## src/rtl/ps2_receiver.sv

```systemverilog
// PS/2 keyboard receive front-end: synchronizes and filters the PS/2 lines, deframes
// 11-bit frames, folds E0/F0 prefixes into flags and strobes one scancode per key event.
module ps2_receiver #(
    parameter int FILTER_LENGTH  = 4,
    parameter int TIMEOUT_CYCLES = 12563
) (
    input  logic       clock,
    input  logic       reset,
    input  logic       ps2_clock,
    input  logic       ps2_data,
    output logic [7:0] scancode,
    output logic       scancode_start,
    output logic       released,
    output logic       extended,
    output logic       error,
    output logic       busy
);

    localparam int FW = (FILTER_LENGTH > 1) ? $clog2(FILTER_LENGTH) : 1;
    localparam int TW = $clog2(TIMEOUT_CYCLES + 1);
    localparam logic [FW-1:0] FILTER_MAX  = FW'(FILTER_LENGTH - 1);
    localparam logic [TW-1:0] TIMEOUT_MAX = TW'(TIMEOUT_CYCLES - 1);

    typedef enum logic {IDLE, RECEIVE} state_t;

    state_t          state, state_next;
    logic [1:0]      clk_sync, data_sync;
    logic            filt_clk, filt_clk_prev;
    logic [FW-1:0]   filter_cnt;
    logic [3:0]      bit_cnt, bit_cnt_next;
    logic [TW-1:0]   timeout_cnt, timeout_cnt_next;
    logic [7:0]      shift_reg, shift_next;
    logic            parity_bit, parity_next;
    logic            ext_pending, ext_pending_next;
    logic            rel_pending, rel_pending_next;
    logic [7:0]      scancode_next;
    logic            released_next, extended_next, start_next, error_next;
    logic            sample, data_bit;

    // The filter counter restarts whenever the synchronized clock agrees with the
    // filtered one, so only an unbroken run of FILTER_LENGTH samples moves it.
    always_ff @(posedge clock or negedge reset) begin
        if (!reset) begin
            clk_sync      <= 2'b11;
            data_sync     <= 2'b11;
            filt_clk      <= 1'b1;
            filt_clk_prev <= 1'b1;
            filter_cnt    <= '0;
        end else begin
            clk_sync      <= {clk_sync[0], ps2_clock};
            data_sync     <= {data_sync[0], ps2_data};
            filt_clk_prev <= filt_clk;
            if (clk_sync[1] == filt_clk) begin
                filter_cnt <= '0;
            end else if (filter_cnt == FILTER_MAX) begin
                filt_clk   <= clk_sync[1];
                filter_cnt <= '0;
            end else begin
                filter_cnt <= filter_cnt + 1'b1;
            end
        end
    end

    assign sample   = filt_clk_prev & ~filt_clk;
    assign data_bit = data_sync[1];

    always_ff @(posedge clock or negedge reset) begin
        if (!reset) begin
            state          <= IDLE;
            bit_cnt        <= '0;
            timeout_cnt    <= '0;
            shift_reg      <= '0;
            parity_bit     <= 1'b0;
            ext_pending    <= 1'b0;
            rel_pending    <= 1'b0;
            scancode       <= '0;
            released       <= 1'b0;
            extended       <= 1'b0;
            scancode_start <= 1'b0;
            error          <= 1'b0;
        end else begin
            state          <= state_next;
            bit_cnt        <= bit_cnt_next;
            timeout_cnt    <= timeout_cnt_next;
            shift_reg      <= shift_next;
            parity_bit     <= parity_next;
            ext_pending    <= ext_pending_next;
            rel_pending    <= rel_pending_next;
            scancode       <= scancode_next;
            released       <= released_next;
            extended       <= extended_next;
            scancode_start <= start_next;
            error          <= error_next;
        end
    end

    always_comb begin
        state_next       = state;
        bit_cnt_next     = bit_cnt;
        timeout_cnt_next = timeout_cnt;
        shift_next       = shift_reg;
        parity_next      = parity_bit;
        ext_pending_next = ext_pending;
        rel_pending_next = rel_pending;
        scancode_next    = scancode;
        released_next    = released;
        extended_next    = extended;
        start_next       = 1'b0;
        error_next       = 1'b0;
        case (state)
            IDLE: begin
                if (sample) begin
                    if (!data_bit) begin
                        state_next       = RECEIVE;
                        bit_cnt_next     = '0;
                        timeout_cnt_next = '0;
                    end else begin
                        error_next       = 1'b1;
                        ext_pending_next = 1'b0;
                        rel_pending_next = 1'b0;
                    end
                end
            end
            RECEIVE: begin
                if (sample) begin
                    timeout_cnt_next = '0;
                    bit_cnt_next     = bit_cnt + 1'b1;
                    if (bit_cnt < 4'd8) begin
                        shift_next = {data_bit, shift_reg[7:1]};
                    end else if (bit_cnt == 4'd8) begin
                        parity_next = data_bit;
                    end else begin
                        state_next = IDLE;
                        // Odd parity over data+parity, and a high stop bit.
                        if ((^{shift_reg, parity_bit}) && data_bit) begin
                            if (shift_reg == 8'hE0) begin
                                ext_pending_next = 1'b1;
                            end else if (shift_reg == 8'hF0) begin
                                rel_pending_next = 1'b1;
                            end else begin
                                scancode_next    = shift_reg;
                                released_next    = rel_pending;
                                extended_next    = ext_pending;
                                start_next       = 1'b1;
                                ext_pending_next = 1'b0;
                                rel_pending_next = 1'b0;
                            end
                        end else begin
                            error_next       = 1'b1;
                            ext_pending_next = 1'b0;
                            rel_pending_next = 1'b0;
                        end
                    end
                end else if (timeout_cnt == TIMEOUT_MAX) begin
                    state_next       = IDLE;
                    error_next       = 1'b1;
                    ext_pending_next = 1'b0;
                    rel_pending_next = 1'b0;
                end else begin
                    timeout_cnt_next = timeout_cnt + 1'b1;
                end
            end
            default: state_next = IDLE;
        endcase
    end

    assign busy = (state == RECEIVE);

endmodule

```

## config.mk

```make
export PLATFORM = sky130hd
export DESIGN_NAME = ps2_receiver
export DESIGN_NICKNAME = d
export VERILOG_FILES = /design/src/rtl/ps2_receiver.sv
export SDC_FILE = /design/constraint.sdc
export NUM_CORES = 1
export LEC_CHECK = 0
export CAP_MARGIN = 20
export CORE_ASPECT_RATIO = 0.75
export CORE_MARGIN = 2
export CORE_UTILIZATION = 45
export DETAILED_ROUTE_END_ITERATION = 16
export PLACE_DENSITY = 0.68
export SYNTH_ARGS = -nofsm -noshare
export SYNTH_HDL_FRONTEND = slang
export SYNTH_SLANG_ARGS = --single-unit
export TNS_END_PERCENT = 10
```

## constraint.sdc

```tcl
create_clock -name clock -period 4.7 [get_ports clock]
set_input_delay 1.41 -clock clock [delete_from_list [all_inputs] [get_ports clock]]
set_output_delay 1.41 -clock clock [all_outputs]
set_load 0.02 [all_outputs]
```

==> impl_metrics.csv <==
group,metric,value,unit
outcome,outcome,"complete, no violations",
drt,finalWirelength,4.13,mm
placement,finalWeightedCongestion,0.790,
synth,ys_seq_area_frac,0.524,
synth,ys_warn_count,0,
grt,grt_usage,0.160,
sta,finalMaxSlewViolations,0,
synth,syn_avg_cell_area,11.1,µm²
drt,routed_via_density,5.16,
cells_and_area,final_layout_size_suffix_gt1_frac,0.140,
grt,grt_pass1_vias,1471,
grt,antenna_found_initial,0,
synth,synthDominantCellAreaShare,0.459,
drt,vias,1588,
die,start_util,0.479,
synth,syn_area,2400,µm²
critical_path,reg2reg_depth,6,
clock_tree,postCtsSetupBuffers,0,
critical_path,cp_slowest_cell,"clkdlybuf4s50_1",
pwr,ir_drop,0.302,mV
critical_path,crit_fanout,8,
critical_path,path_class,"reg -> out",
sta,setup_violations,0,
cells_and_area,antennaDiodeCount,0,
critical_path,crit_chain,"clkdlybuf4s50_1",
clock_tree,cts.sinks,50,
sta,finalCritPeriodShare,0.605,
sta,finalHoldViolations,0,
grt,gr-total-overflow,0,
placement,placed_area,2620,µm²
placement,dp_hpwl,2.95,mm
die,die-height,67.3,µm
clock_tree,h-tree-depth,2,
critical_path,start_kind,"register",
die,io_pins,17,
cells_and_area,layout.nets,244,
critical_path,critPathCaptureType,"primary output",
drt,dr.pass1.iters,4,
critical_path,rrSetupSlack,2.20,ns
run,maxCapViolCount,0,
clock_tree,clkLatencyLatePin,0.31,ns
synth,yosysTopAreaCell,"dfrtp_1",
critical_path,reg2reg_to,"scancode[5]$_DFFE_PN0P_",
min_path,holdPathEnd,"clk_sync[1]$_DFF_PN1_",
clock_tree,clock_path_buffers,2,
critical_path,cp.required,3.29,ns
cells_and_area,final_cell_area,2730,µm²
cells_and_area,n_fill_cell,449,
drt,drtIter0Drc,113,
synth,synthTopCellsByArea,"dfrtp_1, dfstp_2, mux2_4",
min_path,worstHoldStart,"clk_sync[0]$_DFF_PN1_",
sta,whs,0.358,ns
grt,grt_use_met2,0.207,
grt,grt_max_degree,27,
clock_tree,clockRootBuffer,"clkbuf_8",
placement,io_buffers,16,
die,rows,22,
cells_and_area,largest_register_ffs,14,
die,die_w,88.3,µm
sta,post-route-min-period,2.84,ns
min_path,hold_depth,0,
cells_and_area,syn_to_final_growth,13.6,%
synth,syn-num-nets,226,
critical_path,critical_path.top_delay_family,"buffers and inverters",
drt,postRouteAntennaNets,0,
sta,worst_slew_pin_slew,0.899,ns
pwr,power_leakage,1.24,nW
grt,gr-usage-met1,0.254,
die,fp.dieArea,5940,µm²
synth,syn_inst,217,
grt,top_usage_layer,"met1",
drt,drcViolationCount,0,
clock_tree,cts_resized,0,
clock_tree,cts_tree,"yes",
pwr,powerDensity,593,nW/µm²
die,core,5010,µm²
critical_path,max_stage_delay,0.65,ns
grt,grt_first_pass_wirelength,7.13,mm
clock_tree,path_clk_slew,0.08,ns
cells_and_area,multiInputGateArea,1070,µm²
synth,yosys_register_bits,50,
sta,fmax,352,MHz
drt,routedWlPerCell,13.4,µm
sta,max-slew-margin-rel,0.401,
sta,grt_setup_unrepaired,"no",
critical_path,path_buf_inv,1,
critical_path,r2r_start,"shift_reg[2]$_DFFE_PN0P_",
critical_path,cp.arrival,1.43,ns
min_path,holdCritPathClass,"reg -> reg",
synth,synthDistinctLibCells,44,
clock_tree,hold_buffers,0,
sta,clock_skew,0.00842,ns
grt,grtUsageMet3,0.0379,
cells_and_area,regArea,1260,µm²
sta,setup_tns,0,ns
clock_tree,cts_made_buffers,5,
-- area by class of cell --
class                           count  share of cell area
Tap cell                           72              0.0330
Sequential cell                    50               0.461
Clock inverter                      3              0.0147
Multi-Input combinational cell    151               0.392
Inverter                           10              0.0138
Clock buffer                        5              0.0252
Timing Repair Buffer               17              0.0596
-- power breakdown --
part	total [mW]	switching, mW	internal [mW]
combinational	0.664	0.349	0.316
sequential	0.655	0.118	0.537
clock	0.298	0.141	0.157
total	1.62	0.607	1.01
-- layout by cell type (no fill, tap or decap), types with 4 or more instances in the layout --
cell	Yosys	layout
inv_1	10	10
dfstp_2	6	6
nand3_1	6	6
mux2_4	6	6
clkdlybuf4s50_1	0	15
nor2b_1	4	4
clkbuf_8	0	5
mux2_2	7	7
ha_1	5	5
o21ai_1	5	5
dfrtp_1	44	44
a21oi_1	4	4
nor2_1	22	22
o21ai_0	10	10
and4_1	5	5
nand2_1	22	22
nand4_1	5	5
xor2_1	8	8
xnor2_1	6	6
nor3_1	4	4
-- metal layers --
| metal | vias up | share of wire | routed length, µm |
|---|---|---|---|
| met5 | - | 0 | 0 |
| met3 | 8 | 0.031 | 128 |
| met1 | 762 | 0.57 | 2360 |
| met4 | 0 | 0.018 | 75 |
| met2 | 30 | 0.38 | 1570 |
| li1 | 788 | - | - |
-- metrics by stage --
stage | power [mW] | cells | setup slack, ns | util
finish | 1.62 | 308 | 1.86 | 0.544
detailed placement | 1.33 | 300 | 2.18 | 0.523
floorplan | 1.17 | 217 | 2.47 | -
global route | 1.75 | 308 | 1.80 | 0.544
CTS | 1.63 | 308 | 1.85 | 0.544
global placement | 1.32 | 300 | 2.21 | 0.523
-- cells by family after synthesis --
family | count (synthesis) | share of synthesized area
buffers and inverters | 16 | 0.0302
DFF | 50 | 0.524
xor gates and xnor gates | 17 | 0.0776
muxes | 15 | 0.0792
and+or+nand+nor | 80 | 0.169
adders and majority gates | 5 | 0.0261
AOI/OAI and AO/OA | 34 | 0.0938
-- worst reg2reg max path, cell delays in order, from the launching register on --
cell	delay, ns
dfrtp_1	0.44
xnor2_1	0.30
xor3_2	0.43
xnor2_2	0.17
or2_4	0.27
a31oi_4	0.41
mux2_1	0.37
-- synth_stat cells (all sizes together) --
cell type / instances
a41o: 1
and2: 2
nand3b: 1
mux2i: 1
ha: 5
xor2: 8
and4: 5
nor4bb: 2
nand2b: 1
o2bb2ai: 1
a21oi: 4
nand3: 6
o21a: 2
nor2: 22
xnor3: 1
xnor2: 7
a21o: 2
nand4b: 1
xor3: 1
a211o: 1
nand4: 5
clkbuf: 4
nor3: 4
inv: 10
or2: 1
mux2: 14
a41oi: 2
nor2b: 4
dfrtp: 44
nor3b: 1
buf: 2
dfstp: 6
and3: 2
nand2: 22
o31ai: 2
o21ai: 15
a31oi: 4
nor4: 1
-- worst max path at each step --
| stage | start | endpoint | slack, ns | cells past startpoint |
|---|---|---|---|---|
| 2_1_floorplan | shift_reg[2]$_DFFE_PN0P_ | extended$_DFFE_PN0P_ | 2.47 | 7 |
| 6_report | busy$_DFF_PN0_ | busy | 1.86 | 1 |
| 3_3_place_gp | busy$_DFF_PN0_ | busy | 2.21 | 1 |
| 5_1_grt | busy$_DFF_PN0_ | busy | 1.80 | 1 |
| 3_5_place_dp | busy$_DFF_PN0_ | busy | 2.18 | 1 |
| 4_1_cts | busy$_DFF_PN0_ | busy | 1.85 | 1 |
Note: power is estimated with default switching activity, not from simulation.
